==> src/rtl/counter_pkg.sv <==
// Shared constants and types for the parameterised up/down counter.
// Holds the boundary-mode encodings, the default width and the per-edge operation type.
package counter_pkg;

  localparam int unsigned DEFAULT_WIDTH = 8;

  // Boundary behaviour when counting past 0 or MAX
  localparam int unsigned SAT_WRAP = 0;
  localparam int unsigned SAT_SAT  = 1;

  // Operation selected on each clock edge, highest priority first
  typedef enum logic [1:0] {
    OpClear,
    OpLoad,
    OpCount,
    OpHold
  } op_e;

endpackage

==> src/rtl/counter_next.sv <==
// Combinational step for the up/down counter: next value and boundary detection.
// The wrapped value is always produced here; saturation is decided by the caller.
module counter_next #(
  parameter int unsigned WIDTH = 8
) (
  input  logic [WIDTH-1:0] cnt,
  input  logic             up,
  input  logic [WIDTH-1:0] max,
  output logic [WIDTH-1:0] nxt,
  output logic             bnd
);

  logic at_top;
  logic at_bottom;

  assign at_top    = (cnt == max);
  assign at_bottom = (cnt == '0);

  always_comb begin
    nxt = cnt;
    bnd = 1'b0;
    if (up) begin
      bnd = at_top;
      nxt = at_top ? '0 : cnt + WIDTH'(1);
    end else begin
      bnd = at_bottom;
      nxt = at_bottom ? max : cnt - WIDTH'(1);
    end
  end

endmodule

==> src/rtl/param_updown_counter.sv <==
// Parameterised up/down counter with clear, clamped parallel load, wrap or saturate at
// the 0..MAX boundaries, a one-cycle wrap pulse and a sticky overflow flag.
module param_updown_counter
  import counter_pkg::*;
#(
  parameter int unsigned     WIDTH = DEFAULT_WIDTH,
  parameter longint unsigned MAX   = (64'd1 << WIDTH) - 64'd1,
  parameter int unsigned     SAT   = SAT_WRAP
) (
  input  logic             clk,
  input  logic             rst_n,
  input  logic             clr,
  input  logic             ena,
  input  logic             load,
  input  logic             up,
  input  logic [WIDTH-1:0] data,
  output logic [WIDTH-1:0] cnt,
  output logic             tc,
  output logic             wrap,
  output logic             ovf
);

  if (WIDTH < 2 || WIDTH > 32) begin : g_bad_width
    $fatal(1, "param_updown_counter: WIDTH must be in 2..32");
  end

  if (MAX < 64'd1 || MAX >= (64'd1 << WIDTH)) begin : g_bad_max
    $fatal(1, "param_updown_counter: MAX must satisfy 1 <= MAX < 2**WIDTH");
  end

  localparam logic [WIDTH-1:0] MaxVal = MAX[WIDTH-1:0];

  logic [WIDTH-1:0] cnt_q, cnt_d;
  logic             wrap_q, wrap_d;
  logic             ovf_q, ovf_d;
  logic [WIDTH-1:0] step_cnt;
  logic             at_bnd;
  logic [WIDTH-1:0] load_val;
  op_e              op;

  counter_next #(
    .WIDTH(WIDTH)
  ) u_next (
    .cnt(cnt_q),
    .up (up),
    .max(MaxVal),
    .nxt(step_cnt),
    .bnd(at_bnd)
  );

  // Out-of-range load data clamps to MAX so the count never leaves 0..MAX
  assign load_val = (data > MaxVal) ? MaxVal : data;

  always_comb begin
    op = OpHold;
    if (clr) begin
      op = OpClear;
    end else if (ena && load) begin
      op = OpLoad;
    end else if (ena) begin
      op = OpCount;
    end
  end

  always_comb begin
    cnt_d  = cnt_q;
    wrap_d = 1'b0;
    ovf_d  = ovf_q;
    unique case (op)
      OpClear: begin
        cnt_d = '0;
        ovf_d = 1'b0;
      end
      OpLoad: begin
        cnt_d = load_val;
      end
      OpCount: begin
        if (!at_bnd) begin
          cnt_d = step_cnt;
        end else begin
          ovf_d = 1'b1;
          if (SAT != SAT_SAT) begin
            cnt_d  = step_cnt;
            wrap_d = 1'b1;
          end
        end
      end
      OpHold: begin
        cnt_d = cnt_q;
      end
      default: begin
        cnt_d = cnt_q;
      end
    endcase
  end

  always_ff @(posedge clk or negedge rst_n) begin
    if (!rst_n) begin
      cnt_q  <= '0;
      wrap_q <= 1'b0;
      ovf_q  <= 1'b0;
    end else begin
      cnt_q  <= cnt_d;
      wrap_q <= wrap_d;
      ovf_q  <= ovf_d;
    end
  end

  assign cnt  = cnt_q;
  assign wrap = wrap_q;
  assign ovf  = ovf_q;
  assign tc   = ena & at_bnd;

endmodule
==> config.mk <==
export PLATFORM = sky130hd
export DESIGN_NAME = param_updown_counter
export DESIGN_NICKNAME = d
export VERILOG_FILES = /design/src/rtl/counter_pkg.sv /design/src/rtl/counter_next.sv /design/src/rtl/param_updown_counter.sv
export SDC_FILE = /design/constraint.sdc
export NUM_CORES = 1
export LEC_CHECK = 0
export BUFFER_PORTS_ARGS = -buffer_cell sky130_fd_sc_hd__buf_2
export CAP_MARGIN = 5
export CORE_MARGIN = 5
export CORE_UTILIZATION = 57
export DETAILED_ROUTE_END_ITERATION = 12
export PLACE_DENSITY = 0.84
export SYNTH_ARGS = -nofsm -noshare
export SYNTH_HDL_FRONTEND = slang
export SYNTH_HIERARCHICAL = 1
export SYNTH_SLANG_ARGS = --single-unit
export TNS_END_PERCENT = 10
==> constraint.sdc <==
create_clock -name clk -period 4.8 [get_ports clk]
set_input_delay 0.72 -clock clk [delete_from_list [all_inputs] [get_ports clk]]
set_output_delay 0.72 -clock clk [all_outputs]
set_load 0.01 [all_outputs]
# Word-level counts from Yosys, hierarchy flattened
# Cells that the tools add are included.
# Widths: inputs -> output; s select.
totals:
  regBits: 10
  input_bits: 14
  output_inout_bits: 11
  wordCells: 30
classes:
  addsub: 2
  order_cmp: 1
  eq_ne: 5
  muxes: 13
  bitwise: 1
  n_reduce_logical: 5
op_table:
  columns: ["cell", "count"]
  rows:
  - ["$mux 8", 4]
  - ["$pmux 8 s3", 1]
  - ["$add 8x1->8 const B", 1]
  - ["$eq 8x8->1 const B", 1]
  - ["$gt 8x8->1 const B", 1]
  - ["$logic_not 8->1", 1]
  - ["$sub 8x1->8 const B", 1]
  - ["$mux 1", 5]
  - ["$eq 2x2->1 const B", 2]
  - ["$mux 2", 2]
  - ["$eq 2x1->1 const B", 1]
  - ["$logic_not 2->1", 1]
  - ["$ne 2x2->1 const B", 1]
  - ["$pmux 1 s2", 1]
  - ["$reduce_and 2->1", 1]
  - ["$reduce_bool 2->1", 1]
  - ["$and 1x1->1", 1]
  - ["$logic_and 1x1->1", 1]

# Longest topological paths before layout
# Gate-level depths: netlist of the first run.
logic_depth:
  depth_word: 6
  depth_mapped: 11
  ltp_nobuf: 9

# Modules after synthesis
# The synthesis of the first run kept the hierarchy.
modules_own_cells:
  columns: ["mod", "instances", "cells_per_inst", "area_per_inst_um2", "seq_area_each_um2"]
  rows:
  - ["counter_next", 1, 83, 583.1, 0.0]
  - ["param_updown_counter", 1, 44, 484.2, 250.2]

# Worst setup path before layout of the first run
# Ideal clock, no wire load.
synth_timing:
  kind: "reg2out"
  from: "register cnt_q[0] (netlist: cnt[0])"
  to: "output port tc"
  arrival_ns: 2.027
  t_required_ns: 4.080
  slack_ns: 2.053
  path_stages_with_launch: 9
  n_path_buf: 2
  cell_sequence: "dfrtp_1 -> clkbuf_1 -> inv_1 -> ha_1 -> or4b_4 -> buf_6 -> nor4_4 -> o21a_1 -> and2_1"
synth_via:
  elab_chain_len: 3
  elab_cells_between_ends: 4
  classes_between: "eq/ne (1); mux (1); bitwise (1); reduce/logical (1)"
synth_lines:
  columns: ["element", "line_no", "rtl"]
  rows:
  - ["from (decl)", "param_updown_counter.sv:33", "logic [WIDTH-1:0] cnt_q, cnt_d;"]
  - ["from (signal assigned)", "param_updown_counter.sv:103", "cnt_q <= cnt_d;"]
  - ["$eq 8x8->1 / $logic_not 8->1 (equally long branches)", "counter_next.sv:16, counter_next.sv:17", null]
  - ["$mux 1 *", "counter_next.sv:22", "if (up) begin"]
  - ["named net at_bnd", "param_updown_counter.sv:37", "logic at_bnd;"]
  - ["$and 1x1->1 *", "param_updown_counter.sv:112", "assign tc = ena & at_bnd;"]
  - ["to (decl)", "param_updown_counter.sv:18", "output logic tc,"]
# Mark *: on every way through the listed nets, which the timed path passes. The rest lies on a longest branch.

# Worst setup path after layout of the first run
# Same ends and word-level chain as after synthesis.

==> results.cfg, run 1 <==
[timing]
fmax_mhz = 323
finalHoldViolCount = 0
tightestPinTransition_ns = 0.669
drv_slew = 0
period_needed_ns = 3.09
maxSlewHeadroom = 0.551
post-route-period-util = 0.645
fin_skew_ns = 0.00118
layout_setup_ws_ns = 1.71
setup-tns-final_ns = 0
finalSetupViolations = 0
rsz0062_at_grt = no

[placed_design]
pre_cts_ws_ns = 2.00
dp.cells = 178
gp_congestion = 0.886
place_hpwl_um = 1900
io_buffer_count = 24

[critical_path]
reg2reg_to = cnt[3]$_DFFE_PN0P_
criticalPathCategory = register to primary output
worstRegToRegCells = 9
end_kind = primary output
rr_startpoint = cnt[0]$_DFFE_PN0P_
r2r_setup_slack_ns = 2.29
start_kind = register
critPathMaxFanout = 11
crit_arrival_ns = 2.37
cp.required_ns = 4.08

[clock_network]
clk_path_buf_depth = 2
clock_latency_ns = 0.27
cts_max_level = 1
hold_buffers = 0
cts_resized = 0
cts_made_buffers = 3
cts_tree = yes
cts.sinks = 10
clk_pin_slew_ns = 0.06
post_cts_buffers = 0
cts-root-buf = clkbuf_4

[logic_synthesis]
synth.avg_cell_area_um2 = 8.40
yosys.area.top_type = dfrtp_1
synthCells = 127
ys_seq_area_frac = 0.234
syn_area_mm2 = 0.00107
synth_top_area_share = 0.234
yosysWarnings = 6
yosys.cell_types.count = 35
yosys-top-cells-area = dfrtp_1, mux2i_1, xnor2_1
ys_ff_latch = 10

[global_route]
grt_pass1_vias = 896
grt_overflow = 0
grt_max_degree = 19
grt_pass1_wl_um = 4070
globalRouteTotalUtil = 0.199
antenna_found_initial = 0

[pwr]
internal-power_mw = 0.187
ir_worst_vdd_mv = 0.278
p_sw_frac = 0.366
seqPwrFrac = 0.370
power.share.clock = 0.258
p_total_mw = 0.295
switchingPower_mw = 0.108
pwr-share-comb = 0.371
power.density_mw_per_mm2 = 242
p_leak_nw = 0.563

[routing]
drtPass1Iterations = 4
drc_errors = 0
avgViaCountPerCell = 5.65
vias = 1029
wl_per_cell_um = 14.3
wl_um = 2600
ant_nets = 0
drt_iter0_drc = 49

[floorplanning]
die_h_um = 53.3
die_area_mm2 = 0.00284
rows = 15
initial_core_util = 0.611
die_width_um = 53.3
core_area_mm2 = 0.00175
io_pins = 25

[outcome]
run_status = finished clean

[finish]
diodes = 0
layout_commonest_cell = buf_2
most-common-layout-cells = buf_2, conb_1, nor2_1
nNetsFinal = 175
fillCellCount = 150
final_cells = 182
drive_gt1_frac = 0.210
seqCellArea_um2 = 250
area_growth_pct = 14.3
multiInputGateArea_um2 = 763

[job]
maxCapViolCount = 0

[worst_hold_path]
min_path_type = input pin to async pin
[power by group through the flow]
stage	logic (mW)	registers (mW)	clock network (mW)
after floorplan	0.0971	0.101	0
after CTS	0.109	0.109	0.0779
after global routing	0.120	0.112	0.0826
after global placement	0.105	0.110	0
final	0.110	0.109	0.0763
after detailed placement	0.108	0.111	0
[state kept, by name, summed over array words and instances, names as in the netlist]
register / count
cnt: 8
ovf: 1
wrap: 1
[routing by layer]
metal  GRT usage  vias up  wire, µm
met1       0.262      472      1170
met3      0.0451        7       151
met4      0.0979        0        60
met5           0        -         0
li1            -      503         -
met2       0.302       47      1220
[stage by stage]
stage                      util  hold WS (ns)  instance area, µm²
after floorplan               -         0.424                1120
final                     0.699         0.292                1220
after global placement    0.678         0.499                1180
after global routing      0.699         0.300                1220
after detailed placement  0.678         0.524                1180
after CTS                 0.699         0.293                1220
[cell families after synthesis]
| logic type | count (synthesis) | share of synthesized area |
|---|---|---|
| flip-flops | 10 | 0.234 |
| AND/OR/NAND/NOR | 39 | 0.209 |
| multiplexers | 11 | 0.104 |
| XOR/XNOR | 14 | 0.115 |
| AO/OA/AOI/OAI | 31 | 0.196 |
| buffers and inverters | 18 | 0.103 |
| adder cells (fa/ha/maj) | 3 | 0.0352 |
| other | 1 | 0.00351 |
[synth_stat cells]
cell and n:
mux2_2 1, nand3b_1 3, buf_4 1, inv_1 5, and2_1 1, a211o_1 2, nor2_1 13, o21ai_0 4
ha_1 3, nand3_1 5, nor2_4 1, xnor2_1 10, o32ai_1 1, o21a_1 1, buf_6 5, a2111oi_2 1
mux2i_1 10, a22oi_1 1, a21oi_1 6, clkbuf_1 5, conb_1 1, buf_2 1, or4b_4 1, o21ai_1 1
nor3_1 6, xor2_1 4, nand2_1 3, nor4_4 1, o22ai_1 6, a211oi_1 8, dfrtp_1 10, nor3b_1 1
buf_1 1, nand4_1 2, and3_1 2
[final cells by class]
class	instances	share of cell area
Tap cell	25	0.0256
Sequential cell	10	0.205
Clock buffer	4	0.0297
Timing Repair Buffer	24	0.0985
Multi-Input combinational cell	114	0.626
Inverter	5	0.0154
[critical path: stages (launching register included)]
cell,delay [ns]
dfrtp_1,0.50
inv_1,0.14
ha_1,0.19
or4b_4,0.54
nor4_4,0.28
o21a_1,0.20
and2_1,0.13
buf_2,0.12
[worst max path at each step]
stage                  startpoint  slack, ns  endpoint
6_report       cnt[0]$_DFFE_PN0P_       1.71        tc
5_1_grt        cnt[0]$_DFFE_PN0P_       1.53        tc
4_1_cts        cnt[0]$_DFFE_PN0P_       1.69        tc
3_5_place_dp   cnt[0]$_DFFE_PN0P_       2.00        tc
3_3_place_gp   cnt[0]$_DFFE_PN0P_       2.09        tc
2_1_floorplan  cnt[0]$_DFFE_PN0P_       2.05        tc
Note: power is estimated with default switching activity, not from simulation.
==> run 2: changes to the inputs <==
ABC_AREA = 1   (was not set)
CORE_UTILIZATION = 55   (was 57)
PLACE_DENSITY = 0.8   (was 0.84)
clock period = 2.95 ns   (was 4.8 ns; I/O delays follow)
==> results.cfg, run 2 <==
[logic_synthesis]
ys_seq_area_frac = 0.202
yosys.area.top_type = nand2_1
yosysMostFrequentCell = nand2_1
yosys-top-cells-area = nand2_1, dfrtp_1, inv_1
yosys.cell_types.count = 26
synthTopCellsByCount = nand2_1, inv_1, nand3_1
synthCells = 216
synth.avg_cell_area_um2 = 5.72
ys_ff_latch = 10
syn_area_mm2 = 0.00124
synth_edf_count = 0
synth_async_sr_flop_share = 1.00
synth_top_area_share = 0.252
yosysWarnings = 6
dominantRegCellSynth = dfrtp_1

[routing]
vias = 1298
drt_iter0_drc = 52
wl_um = 2750
drtPass1Iterations = 4
drc_errors = 0
ant_nets = 0
avgViaCountPerCell = 4.55
wl_per_cell_um = 9.65

[floorplanning]
core_area_mm2 = 0.00217
initial_core_util = 0.570
rows = 17
die_h_um = 57.4
die_area_mm2 = 0.00330
die_width_um = 57.4
io_pins = 25

[finish]
most-common-layout-cells = nand2_1, inv_1, nand3_1, buf_2, conb_1
diodes = 0
layout_commonest_cell = nand2_1
largest_register_ffs = 8
nNetsFinal = 275
area_growth_pct = 17.8
drive_gt1_frac = 0.183

[global_route]
globalRouteTotalUtil = 0.183
grt_pass1_vias = 1134
antenna_found_initial = 0
grt_overflow = 0
grtUsageMet1 = 0.256
use_met2 = 0.290
grt-busiest-layer = met2
grt_use_met3 = 0.0204
grt_max_degree = 15
grt_pass1_wl_um = 4860

[timing]
hold_ws_ns = 0.0274
setup-tns-final_ns = 0
fmax_mhz = 440
rsz0062_at_grt = no
finalSetupViolations = 0
period_needed_ns = 2.27
fin_skew_ns = 0.00418
finalHoldViolCount = 0
post-route-period-util = 0.770
drv_slew = 0

[outcome]
run_status = finished clean

[placed_design]
place_hpwl_um = 2200
io_buffer_count = 24
gp_congestion = 0.906

[critical_path]
critical-path-top-delay-family = simple AND/OR/NAND/NOR gates
worstRegToRegCells = 14
reg2reg_to = cnt[6]$_DFFE_PN0P_
end_kind = primary output
cp.required_ns = 2.51
rr_startpoint = cnt[0]$_DFFE_PN0P_
path_cells = inv_1 > ha_1 > nand3_1 > nor2_4 > nand2_1 > o21ai_2 > nand2_1 > inv_1 > buf_2
criticalPathCategory = register to primary output
crit_arrival_ns = 1.83
r2r_setup_slack_ns = 1.22
critPathMaxFanout = 9
cp_slowest_cell = dfrtp_1
start_kind = register
max_stage_delay_ns = 0.43
cp_num_buf_inv = 3

[clock_network]
post_cts_buffers = 0
clock_latency_ns = 0.26
clk_pin_slew_ns = 0.07
cts_resized = 0
hold_buffers = 0
cts.sinks = 10
clk_path_buf_depth = 2
cts_tree = yes
cts_made_buffers = 3
cts_max_level = 1
cts-root-buf = clkbuf_4

[job]
maxCapViolCount = 0

[pwr]
power.density_mw_per_mm2 = 354
ir_worst_vdd_mv = 0.262
p_leak_nw = 0.966

[worst_hold_path]
min_path_type = input pin to async pin
==> run 2: worst max path at each step <==
stage	end	cells after the start	startpoint
floorplan	tc	8	cnt[0]$_DFFE_PN0P_
global placement	tc	9	cnt[0]$_DFFE_PN0P_
detailed placement	tc	9	cnt[0]$_DFFE_PN0P_
CTS	tc	9	cnt[0]$_DFFE_PN0P_
global route	tc	9	cnt[0]$_DFFE_PN0P_
finish	tc	9	cnt[0]$_DFFE_PN0P_
==> run 2: layer usage <==
metal,part of all wire,wire length (µm),vias to the layer above
met1,0.48,1310,534
met2,0.46,1280,38
li1,-,-,724
met3,0.054,149,2
met4,0.0051,14,0
met5,0,0,-
==> run 2: logic make-up after synthesis <==
group	count (synthesis)	synth area share
adder cells (fa/ha/maj)	3	0.0304
AND/OR/NAND/NOR	135	0.494
XOR/XNOR	5	0.0354
flip-flops	10	0.202
other	1	0.00303
buffers and inverters	44	0.153
AO/OA/AOI/OAI	18	0.0820
==> run 2: report_power, final <==
| group | leakage [nW] | internal (mW) | switching [mW] |
|---|---|---|---|
| Sequential | 0.134 | 0.147 | 0.0205 |
| Clock | 0.0210 | 0.0749 | 0.0465 |
| Combinational | 0.811 | 0.0849 | 0.142 |
| Total | 0.966 | 0.306 | 0.209 |
==> run 2: stage by stage <==
step / cell area, µm² / std cells / total power, mW / setup slack [ns] / utilization
6_report: 1460 / 285 / 0.516 / 0.679 / 0.671
5_1_grt: 1460 / 285 / 0.567 / 0.485 / 0.671
4_1_cts: 1460 / 285 / 0.520 / 0.659 / 0.671
3_5_place_dp: 1420 / 281 / 0.394 / 0.955 / 0.655
3_3_place_gp: 1420 / 281 / 0.394 / 1.02 / 0.655
2_1_floorplan: 1300 / 233 / 0.343 / 1.15 / -
==> run 2: final cells by class <==
class | instances | area (µm²)
Multi-Input combinational cell | 179 | 861
Fill cell | 223 | 713
Sequential cell | 10 | 250
Inverter | 40 | 154
Timing Repair Buffer | 24 | 120
Clock buffer | 4 | 36.3
Tap cell | 28 | 35.0
==> run 2: worst register-to-register path, delay by kind of cell (launching register included) <==
| family | cells | cell delay (ns) |
|---|---|---|
| DFF | 1 | 0.43 |
| buffers and inverters | 3 | 0.25 |
| adders and majority gates | 1 | 0.19 |
| and+or+nand+nor | 10 | 0.82 |
